**src/rtl/core_pkg.sv**
```systemverilog
// Shared encodings for the 8-bit core: ALU opcodes, branch conditions, write sources, flag bits.
// The optional external-data write path is enabled by defining CORE_EXT_DATA_EN.
package core_pkg;

  localparam logic [3:0] OP_ADD = 4'b0000;
  localparam logic [3:0] OP_SUB = 4'b1000;
  localparam logic [3:0] OP_OR  = 4'b0011;
  localparam logic [3:0] OP_NOR = 4'b1011;

  // Low three opcode bits; bit 3 is ignored for these operations.
  localparam logic [2:0] OPL_XOR = 3'b001;
  localparam logic [2:0] OPL_AND = 3'b010;
  localparam logic [2:0] OPL_SHL = 3'b100;
  localparam logic [2:0] OPL_SHR = 3'b101;
  localparam logic [2:0] OPL_ROL = 3'b110;
  localparam logic [2:0] OPL_ROR = 3'b111;

  localparam logic [3:0] BR_ALWAYS = 4'b0111;
  localparam logic [3:0] BR_NEVER  = 4'b0000;
  localparam logic [3:0] BR_EQ     = 4'b1011;
  localparam logic [3:0] BR_NE     = 4'b0011;
  localparam logic [3:0] BR_CS     = 4'b1001;
  localparam logic [3:0] BR_CC     = 4'b0001;
  localparam logic [3:0] BR_MI     = 4'b1101;
  localparam logic [3:0] BR_PL     = 4'b0101;

  typedef enum logic [1:0] {
    SRC_ALU = 2'b00,
    SRC_REG = 2'b01,
    SRC_IMM = 2'b10,
    SRC_EXT = 2'b11
  } src_e;

  localparam int FLAG_Z = 0;
  localparam int FLAG_C = 1;
  localparam int FLAG_N = 2;
  localparam int FLAG_V = 3;

  function automatic logic [7:0] rotl8(input logic [7:0] a, input logic [2:0] s);
    logic [15:0] t;
    t = {a, a} << s;
    return t[15:8];
  endfunction

  function automatic logic [7:0] rotr8(input logic [7:0] a, input logic [2:0] s);
    logic [15:0] t;
    t = {a, a} >> s;
    return t[7:0];
  endfunction

endpackage

```
**src/rtl/core_alu.sv**
```systemverilog
// Combinational 8-bit ALU: result plus Z/C/N/V. Carry and overflow are only
// meaningful for ADD and SUB; every other operation reports them as zero.
module core_alu
  import core_pkg::*;
(
  input  logic [7:0] a,
  input  logic [7:0] b,
  input  logic [3:0] op,
  output logic [7:0] result,
  output logic       z,
  output logic       c,
  output logic       n,
  output logic       v
);

  logic [8:0] sum;
  logic [8:0] diff;
  logic [2:0] sh;

  always_comb begin
    sum    = {1'b0, a} + {1'b0, b};
    diff   = {1'b0, a} - {1'b0, b};
    sh     = b[2:0];
    result = 8'h00;
    c      = 1'b0;
    v      = 1'b0;
    if (op == OP_ADD) begin
      result = sum[7:0];
      c      = sum[8];
      v      = (a[7] == b[7]) && (sum[7] != a[7]);
    end else if (op == OP_SUB) begin
      // Carry means "no borrow", i.e. A >= B unsigned.
      result = diff[7:0];
      c      = ~diff[8];
      v      = (a[7] != b[7]) && (diff[7] != a[7]);
    end else if (op == OP_OR) begin
      result = a | b;
    end else if (op == OP_NOR) begin
      result = ~(a | b);
    end else begin
      case (op[2:0])
        OPL_XOR: result = a ^ b;
        OPL_AND: result = a & b;
        OPL_SHL: result = a << sh;
        OPL_SHR: result = a >> sh;
        OPL_ROL: result = rotl8(a, sh);
        OPL_ROR: result = rotr8(a, sh);
        default: result = 8'h00;
      endcase
    end
    z = (result == 8'h00);
    n = result[7];
  end

endmodule

```
**src/rtl/core.sv**
```systemverilog
// Single-cycle 8-bit datapath: register bank, write mux, flags, instruction pointer
// and branch unit. Define CORE_EXT_DATA_EN to add the MEM_DATA write source.
module core
  import core_pkg::*;
(
  input  logic       CLK,
  input  logic       RST,
`ifdef CORE_EXT_DATA_EN
  input  logic [7:0] MEM_DATA,
`endif
  output logic [7:0] Addr,
  output logic [7:0] FLAGS,
  output logic [7:0] R0,
  output logic [7:0] R1,
  output logic [7:0] R2,
  output logic [7:0] R3,
  output logic [7:0] R4,
  output logic [7:0] R5,
  output logic [7:0] R6,
  output logic [7:0] R7,
  input  logic       MEM_INST,
  input  logic       ALU_INST,
  input  logic       JMP_INST,
  input  logic       MS1,
  input  logic       MS0,
  input  logic       IRS,
  input  logic       TS2,
  input  logic       TS1,
  input  logic       TS0,
  input  logic       AS2,
  input  logic       AS1,
  input  logic       AS0,
  input  logic       BS2,
  input  logic       BS1,
  input  logic       BS0,
  input  logic [3:0] OP,
  input  logic [7:0] IMM
);

  logic [7:0] regs [8];
  logic [2:0] ts, as, bs;
  logic [7:0] a_val, b_val, alu_res, wdata, ext_data;
  logic       alu_z, alu_c, alu_n, alu_v;
  logic       taken;

  assign ts    = {TS2, TS1, TS0};
  assign as    = {AS2, AS1, AS0};
  assign bs    = {BS2, BS1, BS0};
  assign a_val = regs[as];
  assign b_val = IRS ? IMM : regs[bs];

  core_alu u_alu (
    .a      (a_val),
    .b      (b_val),
    .op     (OP),
    .result (alu_res),
    .z      (alu_z),
    .c      (alu_c),
    .n      (alu_n),
    .v      (alu_v)
  );

`ifdef CORE_EXT_DATA_EN
  assign ext_data = MEM_DATA;
`else
  assign ext_data = 8'h00;
`endif

  always_comb begin
    wdata = 8'h00;
    case (src_e'({MS1, MS0}))
      SRC_ALU: wdata = alu_res;
      SRC_REG: wdata = a_val;
      SRC_IMM: wdata = IMM;
      SRC_EXT: wdata = ext_data;
      default: wdata = 8'h00;
    endcase
  end

  // Conditions look at the flags registered before this edge.
  always_comb begin
    taken = 1'b0;
    if (JMP_INST) begin
      case (OP)
        BR_ALWAYS: taken = 1'b1;
        BR_NEVER:  taken = 1'b0;
        BR_EQ:     taken = FLAGS[FLAG_Z];
        BR_NE:     taken = ~FLAGS[FLAG_Z];
        BR_CS:     taken = FLAGS[FLAG_C];
        BR_CC:     taken = ~FLAGS[FLAG_C];
        BR_MI:     taken = FLAGS[FLAG_N];
        BR_PL:     taken = ~FLAGS[FLAG_N];
        default:   taken = 1'b0;
      endcase
    end
  end

  always_ff @(posedge CLK or posedge RST) begin
    if (RST) begin
      for (int i = 0; i < 8; i++) regs[i] <= 8'h00;
      FLAGS <= 8'h00;
      Addr  <= 8'h00;
    end else begin
      if (MEM_INST && !JMP_INST) regs[ts] <= wdata;
      if (ALU_INST && !JMP_INST) begin
        FLAGS         <= 8'h00;
        FLAGS[FLAG_Z] <= alu_z;
        FLAGS[FLAG_C] <= alu_c;
        FLAGS[FLAG_N] <= alu_n;
        FLAGS[FLAG_V] <= alu_v;
      end
      Addr <= taken ? (IMM + 8'd1) : (Addr + 8'd1);
    end
  end

  assign R0 = regs[0];
  assign R1 = regs[1];
  assign R2 = regs[2];
  assign R3 = regs[3];
  assign R4 = regs[4];
  assign R5 = regs[5];
  assign R6 = regs[6];
  assign R7 = regs[7];

endmodule

```
**config.mk**
```make
export PLATFORM = sky130hd
export DESIGN_NAME = core
export DESIGN_NICKNAME = d
export VERILOG_FILES = /design/src/rtl/core_pkg.sv /design/src/rtl/core_alu.sv /design/src/rtl/core.sv
export SDC_FILE = /design/constraint.sdc
export NUM_CORES = 1
export LEC_CHECK = 0
export CORE_UTILIZATION = 45
export DETAILED_ROUTE_END_ITERATION = 10
export DONT_BUFFER_PORTS = 1
export SETUP_SLACK_MARGIN = 0.05
export SKIP_LAST_GASP = 1
export SYNTH_ARGS = -nofsm -noshare
export SYNTH_HDL_FRONTEND = slang
export SYNTH_SLANG_ARGS = --single-unit
```
**constraint.sdc**
```tcl
create_clock -name CLK -period 5.63 [get_ports CLK]
set_input_delay 0.2815 -clock CLK [delete_from_list [all_inputs] [get_ports CLK]]
set_output_delay 0.2815 -clock CLK [all_outputs]
set_load 0.02 [all_outputs]
```
=== Word level (Yosys, flattened, before mapping) ===
Cells that the tools add are included.
W data, S select, Z words.

* Bits in registers: 76
* Output and inout port bits: 80
* Word-level logic and storage cells: 86

* Add/subtract/negate cells: 4
* Magnitude comparators: 4
* Equal/unequal tests: 21
* Shifts and indexed selects: 4
* Muxes and demuxes: 23
* Bitwise gates (word level): 11
* Reduce and logical (&&, ||, !) cells: 9

{| class="wikitable"
|+ Operator list
! kind !! number
|-
| $mux W8 || 11
|-
| $bwmux W64 || 1
|-
| $bmux W8 S3 || 2
|-
| $pmux W8 S6 || 1
|-
| $pmux W8 S4 || 1
|-
| $demux W8 S3 || 1
|-
| $add A8 B1 Y8 const B || 2
|-
| $eq A4 B4 Y1 const B || 4
|-
| $shl A16 B3 Y16 || 1
|-
| $shr A16 B3 Y8 || 1
|-
| $eq A3 B3 Y1 const B || 4
|-
| $ge A4 B4 Y1 const B || 3
|-
| $not A3 Y4 || 3
|-
| $add A8 B8 Y9 || 1
|-
| $sub A8 B8 Y9 || 1
|-
| $and A8 B8 Y8 || 1
|-
| $eq A4 B3 Y1 const B || 2
|-
| $logic_not A8 Y1 || 1
|-
| $not A8 Y8 || 1
|-
| $or A8 B8 Y8 || 1
|-
| $shl A8 B3 Y8 || 1
|-
| $shr A8 B3 Y8 || 1
|-
| $xor A8 B8 Y8 || 1
|-
| $pmux W1 S7 || 1
|-
| other kinds (15) || 29
|}

=== Logic depth before layout (Yosys ltp) ===
* Word-level depth: 13
* Gate-level depth with buffers: 18
* Gate-level depth less buffers: 16

=== By module ===
From an unflattened synthesis, not the netlist that was laid out.

* Cell total of the unflattened synthesis: 688
* Area, all modules: 6535.0 um^2

{| class="wikitable"
|+ Modules (own cells, without submodules)
! module !! times used !! cells each !! area an instance (um^2)
|-
| core || 1 || 388 || 4352.9
|-
| core_alu || 1 || 300 || 2182.1
|}

=== Worst setup path after synthesis ===
No wires, ideal clock.

* Path type: register -> register
* Start point: reg regs, in the netlist R7[0]
* End point: reg regs, in the netlist R0[5]
* Setup time: 0.125 ns
* Data arrival time: 3.880 ns
* Required time: 5.505 ns
* Setup slack: 1.626 ns
* Cell stages (with the launch flop): 16
* Buffers on the path: 1
* Clock period less this slack: 4.004 ns
* Path through: dfrtp_1 > mux2_1 > mux4_2 > mux2i_4 > inv_2 > buf_4 > ha_1 > a21o_1 > a21oi_1 > and3b_1 > a311oi_1 > o32ai_2 > mux2i_1 > o41ai_4 > nand2_2 > mux2_2

* Longest elaborated chain between the ends: 12
* Elaborated cells between the ends (all ways): 20
* Those cells by class: add/sub: 2; shift: 4; mux: 14

{| class="wikitable"
|+ RTL lines
! what !! RTL line !! RTL
|-
| start: declaration || core.sv:40 || <nowiki>logic [7:0] regs [8];</nowiki>
|-
| start signal: indexed assignment || core.sv:104 || <nowiki>if (MEM_INST && !JMP_INST) regs[ts] <= wdata;</nowiki>
|-
| $bmux W8 S3 || core.sv:50 || <nowiki>assign b_val = IRS ? IMM : regs[bs];</nowiki>
|-
| $mux W8 (not written as such) (2 in a row) || core.sv:50 ||
|-
| $mux W8 || core.sv:50 ||
|-
| $shr A16 B3 Y8, or another cell as far along || core_pkg.sv:47 || <nowiki>t = {a, a} >> s;</nowiki>
|-
| $pmux W8 S6 || core_alu.sv:41 || <nowiki>case (op[2:0])</nowiki>
|-
| $mux W8 || core_alu.sv:38 || <nowiki>end else if (op == OP_NOR) begin</nowiki>
|-
| $mux W8 || core_alu.sv:36 || <nowiki>end else if (op == OP_OR) begin</nowiki>
|-
| $mux W8 || core_alu.sv:31 || <nowiki>end else if (op == OP_SUB) begin</nowiki>
|-
| $mux W8 (*) || core_alu.sv:27 || <nowiki>if (op == OP_ADD) begin</nowiki>
|-
| $pmux W8 S4 (*) || core.sv:71 || <nowiki>case (src_e'({MS1, MS0}))</nowiki>
|-
| $bwmux W64 (*) || core.sv:104 ||
|}

Every way passes the cells marked *; elsewhere a longest branch is shown, timed or not. The select of a mux whose other input is x is not followed.
A chain may end at the register's enable or synchronous reset.

=== Worst setup path in the final report ===
* Start point: reg regs, in the netlist R1[0]
* End point: reg regs, in the netlist R4[5]

The elaborated chain is that of the path after synthesis.

==> flow_summary_export.csv <==
group,metric,value,unit
clock_tree,htree_levels,3,
finish,area_growth,5.377,%
clock_tree,postCtsSetupRepairBufs,0,
detailed_routing,first_pass_iters,5,
critical_path,r2r_cells,15,
synthesis,synth-main-ff-cell,"dfrtp_1",
power,pwr_density_cell,400.2,nW/um^2
detailed_routing,vias,5833,
detailed_routing,route.final.wire_length,21210,microns
finish,fillers,1319,
synthesis,synth-seq-cells,76,
sta,hold_viol,0,
outcome,status,"finished clean",
clock_tree,cts_hold_buf,0,
floorplanning,row_count,43,
run,max_cap_viol_count,0,
clock_tree,cts_buffer_depth,2,
critical_path,crit_chain,"mux2_1 -> mux4_2 -> mux2i_4 -> buf_4 -> inv_2 -> ha_1 -> a21o_1 -> a21oi_1 -> and3b_1 -> a311oi_1 -> o32ai_2 -> mux2i_1 -> o41ai_4 -> nand2_2 -> mux2_2",
sta,finalCritPeriodShare,0.8279,
detailed_routing,viasPerCell,6.822,
finish,multi_input_area,4320,sq um
floorplanning,core_area,14100,sq um
critical_path,worstPathRequired,5.85,ns
worst_hold_path,hp-class,"input pin to register",
global_route,gr-total-overflow,0,
global_route,grtUsageTotal,0.2892,
placed_design,routabilityCongestion,0.9539,
critical_path,critical_path.endpoint_type,"register",
placed_design,port_buffers,0,
synthesis,synth_top_area_cell,"dfrtp_1",
clock_tree,cts_sinks,76,
sta,tightest_slew,0.9595,ns
synthesis,synthDistinctLibCells,81,
finish,final-seq-area,1902,sq um
sta,max-slew-margin-rel,0.3604,
synthesis,synth-warning-count,0,
finish,diodes,0,
detailed_routing,drc,0,
global_route,grt_pass1_wl,32520,microns
clock_tree,clkLatencyLatePin,0.34,ns
synthesis,async_flop_share,1.000,
sta,fin_tns_setup,0,ns
critical_path,path_max_fanout,23,
clock_tree,cts_tree,"built",
sta,fmax,0.2146,GHz
sta,finalSetupViolations,0,
sta,final_max_slew_viol_count,0,
synthesis,avgSynthCellArea,9.516,sq um
power,power.leakage,2.909,nW
clock_tree,ctsResizeCount,0,
floorplanning,die_w,123.0,microns
synthesis,ys_seq_area_frac,0.2888,
floorplanning,initial_utilization,0.4672,
worst_hold_path,hold_depth,1,
sta,period_needed,4.661,ns
placed_design,placed_cells,839,
power,vdd_drop_max,0.0002941,V
critical_path,arrival,4.88,ns
sta,rsz0062_at_grt,"no",
floorplanning,fp.dieH,123.0,microns
floorplanning,io_pins,109,
clock_tree,cts_buffers,9,
synthesis,synth_edf_count,0,
synthesis,synth_cells,692,
detailed_routing,wl_per_cell,24.81,microns
global_route,antenna_found_initial,0,
synthesis,synth_top_area_share,0.2888,
sta,finalClockSkew,0.004449,ns
floorplanning,die-area,15120,sq um
synthesis,netlist_area,6585,sq um
placed_design,hpwl,15820,microns
sta,worst_hold_slack,0.08791,ns
critical_path,setup.worst_path.start_class,"register",
finish,final_util,0.4923,
finish,layout.nets,721,
clock_tree,root_buffer,"clkbuf_16",
detailed_routing,ant_nets,0,
synthesis,ys_top_cells_by_count,"dfrtp_1 (76), nand2_1 (75), nor2_1 (48)",
clock_tree,path_clk_slew,0.06,ns
synthesis,synth_area_leaders,"dfrtp_1 (29%), mux4_2 (8.9%), mux2i_1 (6.5%), mux2_2 (6.5%), nand2_1 (4.3%)",
detailed_routing,drt_iter0_drc,521,
finish,stdcell_count,855,
critical_path,cp_slowest_stage_delay,0.51,ns
synthesis,yosysMostFrequentCell,"dfrtp_1",
finish,final_layout_size_suffix_gt1_frac,0.1763,
global_route,grt_max_degree,77,
critical_path,cp_slowest_cell,"mux4_2",
critical_path,criticalPathCategory,"register to register",
global_route,grt_pass1_vias,5535,
area by class of cell:
class                      count  area share
multi-input combinational    543      0.6226
sequential                    76      0.2741
clock buffer                  10     0.03444
tap                          180     0.03246
inverter                      31     0.01749
timing repair buffer           9    0.009737
clock inverter                 6    0.009196
report_power, final:
| group | internal (mW) | switching, mW | total (mW) |
|---|---|---|---|
| Sequential | 0.691 | 0.373 | 1.06 |
| Clock | 0.354 | 0.230 | 0.584 |
| Combinational | 0.488 | 0.642 | 1.13 |
cell usage in the layout, fill, tap and decap left out, drive strengths merged, types with 4 or more instances in the layout:
cell type	n
dfrtp	76
nand2b	11
buf	9
mux2i	44
a211oi	5
inv	29
mux2	47
clkbuf	10
o211ai	8
o221ai	11
o31ai	9
ha	21
xnor2	10
a21oi	35
nor3b	4
nor2	50
nand3b	5
o21ai	30
and2	8
nand3	16
xor2	4
o21a	10
or3	5
nand2	77
a31oi	23
a311oi	5
mux4	26
o2111ai	5
conb	4
clkinv	5
o22ai	12
nor3	9
critical path, delay by kind of cell (launching register included):
family | cells | cell delay, ns
buf+inv | 2 | 0.52
fa+ha+maj | 1 | 0.28
flops | 1 | 0.48
simple gates | 2 | 0.32
compound gates | 5 | 1.44
mux | 5 | 1.47
final timing paths:
path                       startpoint  endpoint  slack (ns)
min in group asynchronous         RST     R4[7]        0.12
max in group asynchronous         RST     R6[3]        4.88
hold / removal                 IMM[0]   Addr[0]        0.09
setup / recovery                R1[0]     R4[5]        0.97
setup reg to reg                R1[0]     R4[5]        0.97
hold reg to reg              FLAGS[3]  FLAGS[3]        0.64
layer usage:
layer / up-vias / wire (microns) / global-route usage
li1: 2558 / - / -
met1: 2877 / 8623 / 0.3850
met2: 342 / 9669 / 0.4414
met3: 56 / 2094 / 0.07657
met4: 0 / 821 / 0.1295
met5: - / 0 / 0
cell families after synthesis:
group,synth area share
adder cells (fa/ha/maj),0.04294
XOR/XNOR,0.01862
buffers and inverters,0.05909
multiplexers,0.2398
flip-flops,0.2888
AND/OR/NAND/NOR,0.1419
AO/OA/AOI/OAI,0.2083
other,0.0005695
registers in the layout (all words and copies together) (netlist names):
signal and cells:
R4 8, R3 8, R1 8, R5 8, R7 8, R6 8, R0 8, Addr 8
FLAGS 4, R2 8
per-stage QoR:
stage                     instance area, sq um  power, mW  setup slack, ns
after CTS                                 6939      2.758            1.043
after floorplan                           6596      1.896            1.626
after detailed placement                  6636      2.170            1.060
after global placement                    6636      2.153            1.190
final                                     6939      2.777           0.9691
after global routing                      6939      2.919           0.7904
Note: power is estimated with default switching activity, not from simulation.
